**src/rtl/fetchflare_arb_credit.sv**
```systemverilog
// Credit-tracked arbiter from the hardware prefetch engines onto one HPDcache requester port.
// The winner's tid is replaced by its engine index so that responses can be routed back to it.
package fetchflare_pkg;

    typedef logic [3:0] hpdcache_req_tid_t;

    typedef struct packed {
        logic [31:0]       addr;
        logic [1:0]        op;
        logic [2:0]        size;
        hpdcache_req_tid_t tid;
    } hpdcache_req_t;

    typedef struct packed {
        logic [31:0]       rdata;
        logic              error;
        hpdcache_req_tid_t tid;
    } hpdcache_rsp_t;

endpackage

module fetchflare_arb_credit
    import fetchflare_pkg::*;
#(
    parameter int unsigned  NUM_HW_PREFETCH = 4,
    parameter int unsigned  MAX_INFLIGHT    = 4,
    parameter int unsigned  ARB_MODE        = 0,
    localparam int unsigned CNT_W           = $clog2(MAX_INFLIGHT + 1)
) (
    input  logic                               clk_i,
    input  logic                               rst_ni,
    input  logic [NUM_HW_PREFETCH-1:0]         hwpf_enable_i,
    input  logic [NUM_HW_PREFETCH-1:0]         hwpf_req_valid_i,
    output logic [NUM_HW_PREFETCH-1:0]         hwpf_req_ready_o,
    input  hpdcache_req_t                      hwpf_req_i [NUM_HW_PREFETCH],
    output logic [NUM_HW_PREFETCH-1:0]         hwpf_rsp_valid_o,
    output hpdcache_rsp_t                      hwpf_rsp_o [NUM_HW_PREFETCH],
    output logic                               hpdcache_req_valid_o,
    input  logic                               hpdcache_req_ready_i,
    output hpdcache_req_t                      hpdcache_req_o,
    input  logic                               hpdcache_rsp_valid_i,
    input  hpdcache_rsp_t                      hpdcache_rsp_i,
    output logic [NUM_HW_PREFETCH*CNT_W-1:0]   hwpf_inflight_o,
    output logic                               rsp_err_o
);

    localparam int unsigned       IDX_W   = (NUM_HW_PREFETCH > 1) ? $clog2(NUM_HW_PREFETCH) : 1;
    localparam int unsigned       TID_W   = $bits(hpdcache_req_tid_t);
    localparam logic [TID_W:0]    NUM_ENG = (TID_W + 1)'(NUM_HW_PREFETCH);
    localparam logic [CNT_W-1:0]  CNT_MAX = CNT_W'(MAX_INFLIGHT);
    localparam logic [IDX_W-1:0]  IDX_TOP = IDX_W'(NUM_HW_PREFETCH - 1);

    logic [CNT_W-1:0]           cnt_q [NUM_HW_PREFETCH];
    logic [IDX_W-1:0]           rr_ptr_q;
    logic                       slice_valid_q;
    hpdcache_req_t              slice_q;
    logic                       rsp_err_q;

    logic [NUM_HW_PREFETCH-1:0] eligible;
    logic [NUM_HW_PREFETCH-1:0] grant_oh;
    logic [NUM_HW_PREFETCH-1:0] cnt_inc;
    logic [NUM_HW_PREFETCH-1:0] cnt_dec;
    logic [NUM_HW_PREFETCH-1:0] rsp_hit;
    logic [IDX_W-1:0]           grant_idx;
    logic                       grant_any;
    logic                       load;
    logic                       accept;
    logic                       tid_oob;
    logic                       rsp_orphan;
    hpdcache_req_t              stamped;

    // An engine that already holds MAX_INFLIGHT credits is not allowed to compete.
    always_comb begin
        eligible = '0;
        for (int i = 0; i < NUM_HW_PREFETCH; i++) begin
            eligible[i] = hwpf_req_valid_i[i] && hwpf_enable_i[i] && (cnt_q[i] < CNT_MAX);
        end
    end

    // NOTE: every output of a combinational block gets a default on entry, so no path can
    // leave it unassigned and infer a latch.
    always_comb begin
        grant_any = 1'b0;
        grant_idx = '0;
        if (ARB_MODE == 1) begin
            for (int i = NUM_HW_PREFETCH - 1; i >= 0; i--) begin
                if (eligible[IDX_W'(i)]) begin
                    grant_any = 1'b1;
                    grant_idx = IDX_W'(i);
                end
            end
        end else begin
            // Walk offsets downwards so the candidate closest to the pointer is written last.
            for (int k = NUM_HW_PREFETCH - 1; k >= 0; k--) begin
                int unsigned cand;
                cand = (32'(rr_ptr_q) + 32'(k)) % NUM_HW_PREFETCH;
                if (eligible[IDX_W'(cand)]) begin
                    grant_any = 1'b1;
                    grant_idx = IDX_W'(cand);
                end
            end
        end
    end

    always_comb begin
        grant_oh = '0;
        if (grant_any) begin
            grant_oh[grant_idx] = 1'b1;
        end
    end

    assign load             = !slice_valid_q || hpdcache_req_ready_i;
    assign accept           = grant_any && load;
    assign hwpf_req_ready_o = grant_oh & {NUM_HW_PREFETCH{load}};
    assign cnt_inc          = grant_oh & {NUM_HW_PREFETCH{accept}};

    always_comb begin
        stamped     = hwpf_req_i[grant_idx];
        stamped.tid = hpdcache_req_tid_t'(grant_idx);
    end

    // NOTE: registers use non-blocking assignments so every flop samples pre-edge values.
    always_ff @(posedge clk_i or negedge rst_ni) begin
        if (!rst_ni) begin
            slice_valid_q <= 1'b0;
            slice_q       <= '0;
            rr_ptr_q      <= '0;
        end else begin
            if (accept) begin
                slice_valid_q <= 1'b1;
                slice_q       <= stamped;
                rr_ptr_q      <= (grant_idx == IDX_TOP) ? '0 : grant_idx + IDX_W'(1);
            end else if (hpdcache_req_ready_i) begin
                slice_valid_q <= 1'b0;
            end
        end
    end

    assign hpdcache_req_valid_o = slice_valid_q;
    assign hpdcache_req_o       = slice_q;

    // Responses are forwarded even when they are unexpected; only the error flag reports them.
    always_comb begin
        rsp_hit = '0;
        cnt_dec = '0;
        for (int i = 0; i < NUM_HW_PREFETCH; i++) begin
            rsp_hit[i]    = hpdcache_rsp_valid_i && (hpdcache_rsp_i.tid == hpdcache_req_tid_t'(i));
            cnt_dec[i]    = rsp_hit[i] && (cnt_q[i] != '0);
            hwpf_rsp_o[i] = hpdcache_rsp_i;
        end
    end

    assign hwpf_rsp_valid_o = rsp_hit;
    assign tid_oob          = hpdcache_rsp_valid_i && ({1'b0, hpdcache_rsp_i.tid} >= NUM_ENG);
    assign rsp_orphan       = |(rsp_hit & ~cnt_dec);

    // NOTE: the credit array is control state, not storage, so every entry is reset.
    always_ff @(posedge clk_i or negedge rst_ni) begin
        if (!rst_ni) begin
            for (int i = 0; i < NUM_HW_PREFETCH; i++) begin
                cnt_q[i] <= '0;
            end
            rsp_err_q <= 1'b0;
        end else begin
            for (int i = 0; i < NUM_HW_PREFETCH; i++) begin
                if (cnt_inc[i] && !cnt_dec[i] && (cnt_q[i] != CNT_MAX)) begin
                    cnt_q[i] <= cnt_q[i] + CNT_W'(1);
                end else if (cnt_dec[i] && !cnt_inc[i]) begin
                    cnt_q[i] <= cnt_q[i] - CNT_W'(1);
                end
            end
            rsp_err_q <= tid_oob || rsp_orphan;
        end
    end

    always_comb begin
        hwpf_inflight_o = '0;
        for (int i = 0; i < NUM_HW_PREFETCH; i++) begin
            hwpf_inflight_o[i*CNT_W +: CNT_W] = cnt_q[i];
        end
    end

    assign rsp_err_o = rsp_err_q;

    // Design invariants: a stalled slice holds still, at most one grant, credits bounded.
    a_slice_stable : assert property (@(posedge clk_i) disable iff (!rst_ni)
        (hpdcache_req_valid_o && !hpdcache_req_ready_i) |=>
        (hpdcache_req_valid_o && $stable(hpdcache_req_o)));

    a_grant_onehot : assert property (@(posedge clk_i) disable iff (!rst_ni)
        $onehot0(hwpf_req_ready_o));

    for (genvar gi = 0; gi < NUM_HW_PREFETCH; gi++) begin : g_cnt_chk
        a_cnt_bound : assert property (@(posedge clk_i) disable iff (!rst_ni)
            cnt_q[gi] <= CNT_MAX);
    end

endmodule

```
**config.mk**
```make
export PLATFORM = sky130hd
export DESIGN_NAME = fetchflare_arb_credit
export DESIGN_NICKNAME = d
export VERILOG_FILES = /design/src/rtl/fetchflare_arb_credit.sv
export SDC_FILE = /design/constraint.sdc
export NUM_CORES = 1
export LEC_CHECK = 0
export ABC_AREA = 1
export BUFFER_PORTS_ARGS = -buffer_cell sky130_fd_sc_hd__clkbuf_2
export CAP_MARGIN = 25
export CORE_AREA = 3 3 163 165
export DETAILED_ROUTE_END_ITERATION = 7
export DIE_AREA = 0 0 166 168
export GPL_ROUTABILITY_DRIVEN = 0
export MAX_ROUTING_LAYER = met4
export PLACE_DENSITY_LB_ADDON = 0.3
export SYNTH_ARGS = -nofsm -noshare
export SYNTH_HDL_FRONTEND = slang
export SYNTH_SLANG_ARGS = --single-unit
```
**constraint.sdc**
```tcl
create_clock -name clk_i -period 3.2 [get_ports clk_i]
set_input_delay 0.32 -clock clk_i [delete_from_list [all_inputs] [get_ports clk_i]]
set_output_delay 0.32 -clock clk_i [all_outputs]
set_load 0.05 [all_outputs]
```
==> impl_metrics.ini, run 1 <==
[floorplan]
die-area_mm2 = 0.02789
initial_core_util = 0.2139
core_mm2 = 0.02518
chipHeight_um = 168
rows = 58
io_pins = 424
die_w_um = 166

[critical_path]
critPathLaunchType = flop
cp_data_arrival_time_ns = 2.53
path_class = reg -> out
r2r_start = hwpf_inflight_o[2]
rr_endpoint = hwpf_inflight_o[11]
crit_fanout = 40
endpoint_kind = output port
ff2ff_path_depth = 19
cp-endpoint = hwpf_req_ready_o[2]
startpoint = hwpf_inflight_o[11]
reg2reg_slack_ns = 0.50
critPathRequiredTime_ns = 2.88

[timing]
grt_setup_unrepaired = no
min_period_ns = 2.847
fin_tns_setup_ns = 0
fin_skew_ns = 0.007755
final_max_slew_viol_count = 0
timing.final.crit_share = 0.8897
hold_slack_ns = 0.09285
finalHoldViolCount = 0
worst_pin_slew_ns = 0.8145
maxSlewHeadroom = 0.4570
fmax_ghz = 0.3512
setup_violations = 0

[clocking]
cts-root-buf = clkbuf_16
cts-htree-levels = 2
cts_buffers = 5
clk_pin_slew_ns = 0.07
clk_latency_ns = 0.31
clk_path_buf_depth = 2
cts_resized = 0
cts_sinks = 55
cts_tree = yes
holdBufCountCts = 0
post-cts-setup-buffers = 0

[routing]
wl_um = 16310
dr.pass1.iters = 4
viasPerCell = 3.896
drc = 0
antenna_left = 0
wl_per_cell_um = 12.61
dr.first_iter.drc_count = 241
num_vias = 5042

[placement]
place_area_mm2 = 0.005776
dp.cells = 1286
dp_hpwl_um = 12380
io_buffers = 240

[power]
finalPower_uw = 8962
p_clk_frac = 0.075
powerDensity_mw_per_mm2 = 1506
power_frac_comb = 0.775
switchingPower_uw = 5597
p_leak_uw = 0.003852
swShare = 0.6245
p_int_uw = 3366
peakVddDrop_uv = 950.6
seq_power_share = 0.150

[final_layout]
nets = 1181
drive_above_1_share = 0.2853
diodes = 0
design_area_mm2 = 0.005949
final_cells = 1294
layout-area-overhead-vs-synth_pct = 10.48

[logic_synthesis]
ys_top_cells_by_count = 439 x nand2_1, 153 x buf_4, 103 x inv_1
avgSynthCellArea_um2 = 6.051
ys.flop_type = dfrtp_1
synth-seq-cells = 55
ys_async_sr_fraction = 1.000
yosysUniqueCellTypes = 29
synth-edff-count = 0
syn_area_mm2 = 0.005385
synth-seq-area-share = 0.2556
yosysMostFrequentCell = nand2_1
synthCells = 890
synth_area_leader_cell = nand2_1
yosysWarnings = 0
synth_top_cells_by_area = nand2_1 31%, dfrtp_1 26%, buf_4 21%
netlist.area_leader.share = 0.3060

[worst_hold_path]
hold_class = in -> async

[job]
cap_violations = 0

[global_route]
grt_use_total = 0.1168
grt_max_degree = 77
grt_pass1_wl_um = 25660
gr-total-overflow = 0
grt_pass1_vias = 4917
antenna_found_initial = 0

[run_status]
status = finished, final reports clean
worst min-delay path by stage:
stage / from / to / slack, ns / cells after the start
after floorplan: rst_ni / hpdcache_req_o[0] / 0.02 / 0
after global placement: rst_ni / hwpf_inflight_o[9] / 0.46 / 1
after detailed placement: rst_ni / hwpf_inflight_o[9] / 0.45 / 1
after CTS: rst_ni / hwpf_inflight_o[9] / 0.12 / 1
after global routing: rst_ni / hwpf_inflight_o[11] / 0.15 / 1
final: rst_ni / hwpf_inflight_o[9] / 0.09 / 1
state kept, by name, summed over array words and instances, names as in the netlist:
name                  cells
rsp_err_o                 1
hpdcache_req_o           39
rr_ptr_q                  2
hwpf_inflight_o          12
hpdcache_req_valid_o      1
worst max-delay path: stages, from the launching register on:
cell	delay, ns
dfrtp_2	0.43
inv_1	0.10
nand3_1	0.13
nand2_1	0.12
nand3_1	0.11
nand2_1	0.08
inv_1	0.04
nand2_1	0.05
nand2_1	0.09
nand2_2	0.08
buf_4	0.44
nand3_1	0.21
inv_1	0.09
clkbuf_2	0.27
through the flow:
step | utilization | setup slack, ns
4_1_cts | 0.2363 | 0.3074
5_1_grt | 0.2363 | 0.07765
2_1_floorplan | - | 0.03845
6_report | 0.2363 | 0.3530
3_5_place_dp | 0.2294 | 0.4901
3_3_place_gp | 0.2294 | 0.5033
logic make-up (layout without fill, tap and decap cells):
| family | count (synthesis) | in the layout | synth area share |
|---|---|---|---|
| muxes | 1 | 1 | 0.002091 |
| AOI/OAI and AO/OA | 9 | 9 | 0.009990 |
| other | 1 | 2 | 0.0006964 |
| DFF | 55 | 55 | 0.2556 |
| adders and majority gates | 5 | 5 | 0.01719 |
| and+or+nand+nor | 524 | 524 | 0.3885 |
| buffers and inverters | 290 | 363 | 0.3178 |
| xor gates and xnor gates | 5 | 5 | 0.008132 |
power groups by stage:
| stage | Sequential (µW) | Clock (µW) | Combinational (µW) |
|---|---|---|---|
| after global routing | 1410 | 734 | 7900 |
| after detailed placement | 1360 | 0 | 7130 |
| after floorplan | 2440 | 0 | 4900 |
| final | 1350 | 673 | 6940 |
| after CTS | 1360 | 713 | 7140 |
| after global placement | 1360 | 0 | 7080 |
area by class of cell:
| class | count | area, µm² |
|---|---|---|
| Inverter | 108 | 409.1 |
| Clock buffer | 6 | 138.9 |
| Tap cell | 330 | 412.9 |
| Multi-Input combinational cell | 546 | 2317 |
| Timing Repair Buffer | 247 | 1256 |
| Clock inverter | 2 | 35.03 |
| Fill cell | 2938 | 19230 |
| Sequential cell | 55 | 1380 |
layer usage:
metal  vias up  track usage  wire length [µm]  part of all wire
li1       2620            -                 -                 -
met1      2177       0.1358              6737              0.41
met2       237       0.2068              8144              0.50
met3         8      0.03123              1329             0.081
met4         0      0.01844               100            0.0061
met5         -            -                 0                 0
cells in the final DEF (no fill, tap or decap), types with 2 or more instances in the layout:
master	count
clkbuf_2	239
nor4_1	3
buf_4	8
nor2_4	2
nand3_2	2
dfrtp_2	3
nand3_1	59
clkbuf_16	5
dfrtp_1	52
o21ai_0	4
xor2_1	5
inv_2	6
nand2_1	438
fa_1	4
nand2_2	2
inv_1	101
nor2_1	13
conb_1	2
nor3_1	2
Power figures use the tool's default switching activity.
==> run 2: changes to the inputs <==
Settings changed: CORE_AREA 3 3 163 165 to 2 2 167 169, DIE_AREA 0 0 166 168 to 0 0 169 171.
==> impl_metrics.ini, run 2 <==
[floorplan]
rows = 61
die_w_um = 169
initial_core_util = 0.1971
chipHeight_um = 171
io_pins = 424

[clocking]
cts_buffers = 5
cts-root-buf = clkbuf_16
cts-htree-levels = 2
cts_sinks = 55
holdBufCountCts = 0
post-cts-setup-buffers = 0
cts_resized = 0
clk_path_buf_depth = 2

[placement]
dp_hpwl_um = 13100
io_buffers = 240

[logic_synthesis]
netlist.area_leader.share = 0.3060
yosysWarnings = 0
yosysMostFrequentCell = nand2_1
synth_top_cells_by_area = nand2_1 31%, dfrtp_1 26%, buf_4 21%
syn_area_mm2 = 0.005385
avgSynthCellArea_um2 = 6.051
synth-edff-count = 0
synth-seq-cells = 55
synth-seq-area-share = 0.2556
ys.flop_type = dfrtp_1
synthCells = 890
yosysUniqueCellTypes = 29
synth_area_leader_cell = nand2_1
ys_top_cells_by_count = 439 x nand2_1, 153 x buf_4, 103 x inv_1
ys_async_sr_fraction = 1.000

[run_status]
status = aborted with a tool error
failed_stage = detailed routing
toolErrorMsg = [ERROR DRT-0255] Maze Route cannot find path of net clk_i in worker of routeBox ( 144900 96600 ) ( 169000 144900 ).

[timing]
endpoint_type = register input
worst_endpoint = hwpf_inflight_o[11]$_DFFE_PN0P_/D

[global_route]
antenna_found_initial = 0
grt_use_total = 0.1163
grt_pass1_wl_um = 25600
gr-total-overflow = 0
grt_pass1_vias = 4833
grt_max_degree = 77
==> run 2: cells by family after synthesis <==
| family | count (synthesis) | share of synthesized area |
|---|---|---|
| and+or+nand+nor | 524 | 0.3885 |
| buffers and inverters | 290 | 0.3178 |
| DFF | 55 | 0.2556 |
| AOI/OAI and AO/OA | 9 | 0.009990 |
| adders and majority gates | 5 | 0.01719 |
| xor gates and xnor gates | 5 | 0.008132 |
| other | 1 | 0.0006964 |
| muxes | 1 | 0.002091 |
==> run 2: metrics by stage <==
step / instance area, µm² / worst slack [ns] / std cells
global placement: 5831 / 0.4115 / 1305
floorplan: 5403 / 0.03845 / 891
detailed placement: 5831 / 0.3897 / 1305
global route: 6003 / 0.1365 / 1313
CTS: 6000 / 0.2887 / 1313
==> run 2: per-layer routing <==
metal and GRT usage:
met5 -, met3 0.02614, met2 0.2158, met4 0.02081, met1 0.1288
==> run 3: changes to the inputs <==
Settings changed: CORE_AREA 2 2 167 169 to 2 2 166 168, DIE_AREA 0 0 169 171 to 0 0 168 170, MAX_ROUTING_LAYER met4 to default, PLACE_DENSITY_LB_ADDON 0.3 to 0.15.
==> impl_metrics.ini, run 3 (synthesized netlist as in run 1, its figures left out) <==
[run_status]
status = finished, final reports clean

[timing]
fin_skew_ns = 0.01020
finalHoldViolCount = 0
maxSlewHeadroom = 0.6375
fmax_ghz = 0.3476
grt_setup_unrepaired = no
worst_pin_slew_ns = 0.5438
timing.final.crit_share = 0.8990
min_period_ns = 2.877
fin_tns_setup_ns = 0
setup_violations = 0
hold_slack_ns = 0.2110
final_max_slew_viol_count = 0

[routing]
wl_per_cell_um = 13.00
dr.first_iter.drc_count = 147
antenna_left = 0
num_vias = 5085
drc = 0
dr.pass1.iters = 4
wl_um = 17030
viasPerCell = 3.882

[global_route]
gr-total-overflow = 0
grt_max_degree = 77
grt_pass1_vias = 4968
grt_pass1_wl_um = 26680
antenna_found_initial = 0
grt_use_total = 0.1170

[floorplan]
die_w_um = 168
rows = 60
initial_core_util = 0.2021
core_mm2 = 0.02665
chipHeight_um = 170
die-area_mm2 = 0.02856
io_pins = 424

[clocking]
clk_path_buf_depth = 2
cts_sinks = 55
cts-root-buf = clkbuf_16
cts-htree-levels = 2
cts_tree = yes
clk_pin_slew_ns = 0.08
cts_buffers = 5
clk_latency_ns = 0.31
cts_resized = 0

[final_layout]
mostFrequentLayoutCell = nand2_1
nets = 1186
drive_above_1_share = 0.2879
regArea_mm2 = 0.001380
largest_reg_flops = 39
diodes = 0
n_fill_cell = 3131
layout-area-overhead-vs-synth_pct = 11.36
final_cell_mix = 438 x nand2_1, 239 x clkbuf_2, 101 x inv_1
multiInputGateArea_mm2 = 0.002317

[worst_hold_path]
hold_class = in -> reg
hold_depth = 2

[placement]
io_buffers = 240
dp_hpwl_um = 13290

[critical_path]
critPathRequiredTime_ns = 2.88
endpoint_kind = output port
cp_data_arrival_time_ns = 2.56
crit_slowest_cell = buf_4
cp_common_cell = nand2_1
critPathLaunchType = flop
crit_chain = inv_1 -> nand3_1 -> nand2_1 -> nand2_1 -> nor2_1 -> nand2_1 -> nand2_1 -> nand2_1 -> nand2_2 -> buf_4 -> nand3_1 -> inv_1 -> clkbuf_2
crit_fanout = 40
path_class = reg -> out
ff2ff_path_depth = 17
cpPeakStageDelay_ns = 0.46

[power]
powerDensity_mw_per_mm2 = 1511
peakVddDrop_uv = 1206
p_leak_uw = 0.003863

[job]
cap_violations = 0
run 3: path summary, 6_finish.rpt:
path	from	endpoint	slack, ns
max	hwpf_inflight_o[11]	hwpf_req_ready_o[2]	0.32
min	hpdcache_req_ready_i	hpdcache_req_valid_o	0.21
max reg2reg	hwpf_inflight_o[11]	hwpf_inflight_o[11]	0.47
min reg2reg	hpdcache_req_o[11]	hpdcache_req_o[11]	0.48
max in group asynchronous	rst_ni	hpdcache_req_o[40]	2.19
min in group asynchronous	rst_ni	hwpf_inflight_o[10]	0.42
run 3: layer usage:
metal,routed length (µm),track usage
met5,0,0
met4,124,0.01815
met3,1389,0.03977
met2,8293,0.2111
met1,7220,0.1366
run 3: repair_timing:
item,4_1_cts,5_1_grt
setup endpoints to repair,0,0
hold buffers,0,1
hold endpoints to repair,0,8
setup buffers,0,0
run 3: report_power, final:
| part | switching [µW] | internal (µW) |
|---|---|---|
| sequential | 262 | 1090 |
| clock | 296 | 291 |
| combinational | 5170 | 1960 |
| total | 5730 | 3340 |
run 3: worst max-delay path, delay by kind of cell (launching register included):
| family | cells | cell delay (ns) |
|---|---|---|
| buf+inv | 4 | 0.92 |
| flops | 1 | 0.43 |
| simple gates | 9 | 0.90 |
run 3: through the flow:
step	cells	worst slack [ns]	power (µW)	util	cell area, µm²
after floorplan	891	0.03845	7342	-	5403
after global placement	1300	0.4370	8706	0.2185	5822
after detailed placement	1300	0.4670	8698	0.2185	5822
after CTS	1308	0.2862	9334	0.2239	5967
after global routing	1310	0.01445	10170	0.2250	5997
final	1310	0.3233	9064	0.2250	5997
run 3: cell type report:
cell class,count,area share
multi-input cells,546,0.3864
flip-flops and latches,55,0.2301
repair buffers,252,0.2199
well taps,341,0.07115
inverters,108,0.06822
clock buffers,5,0.02086
clock inverters,3,0.003338
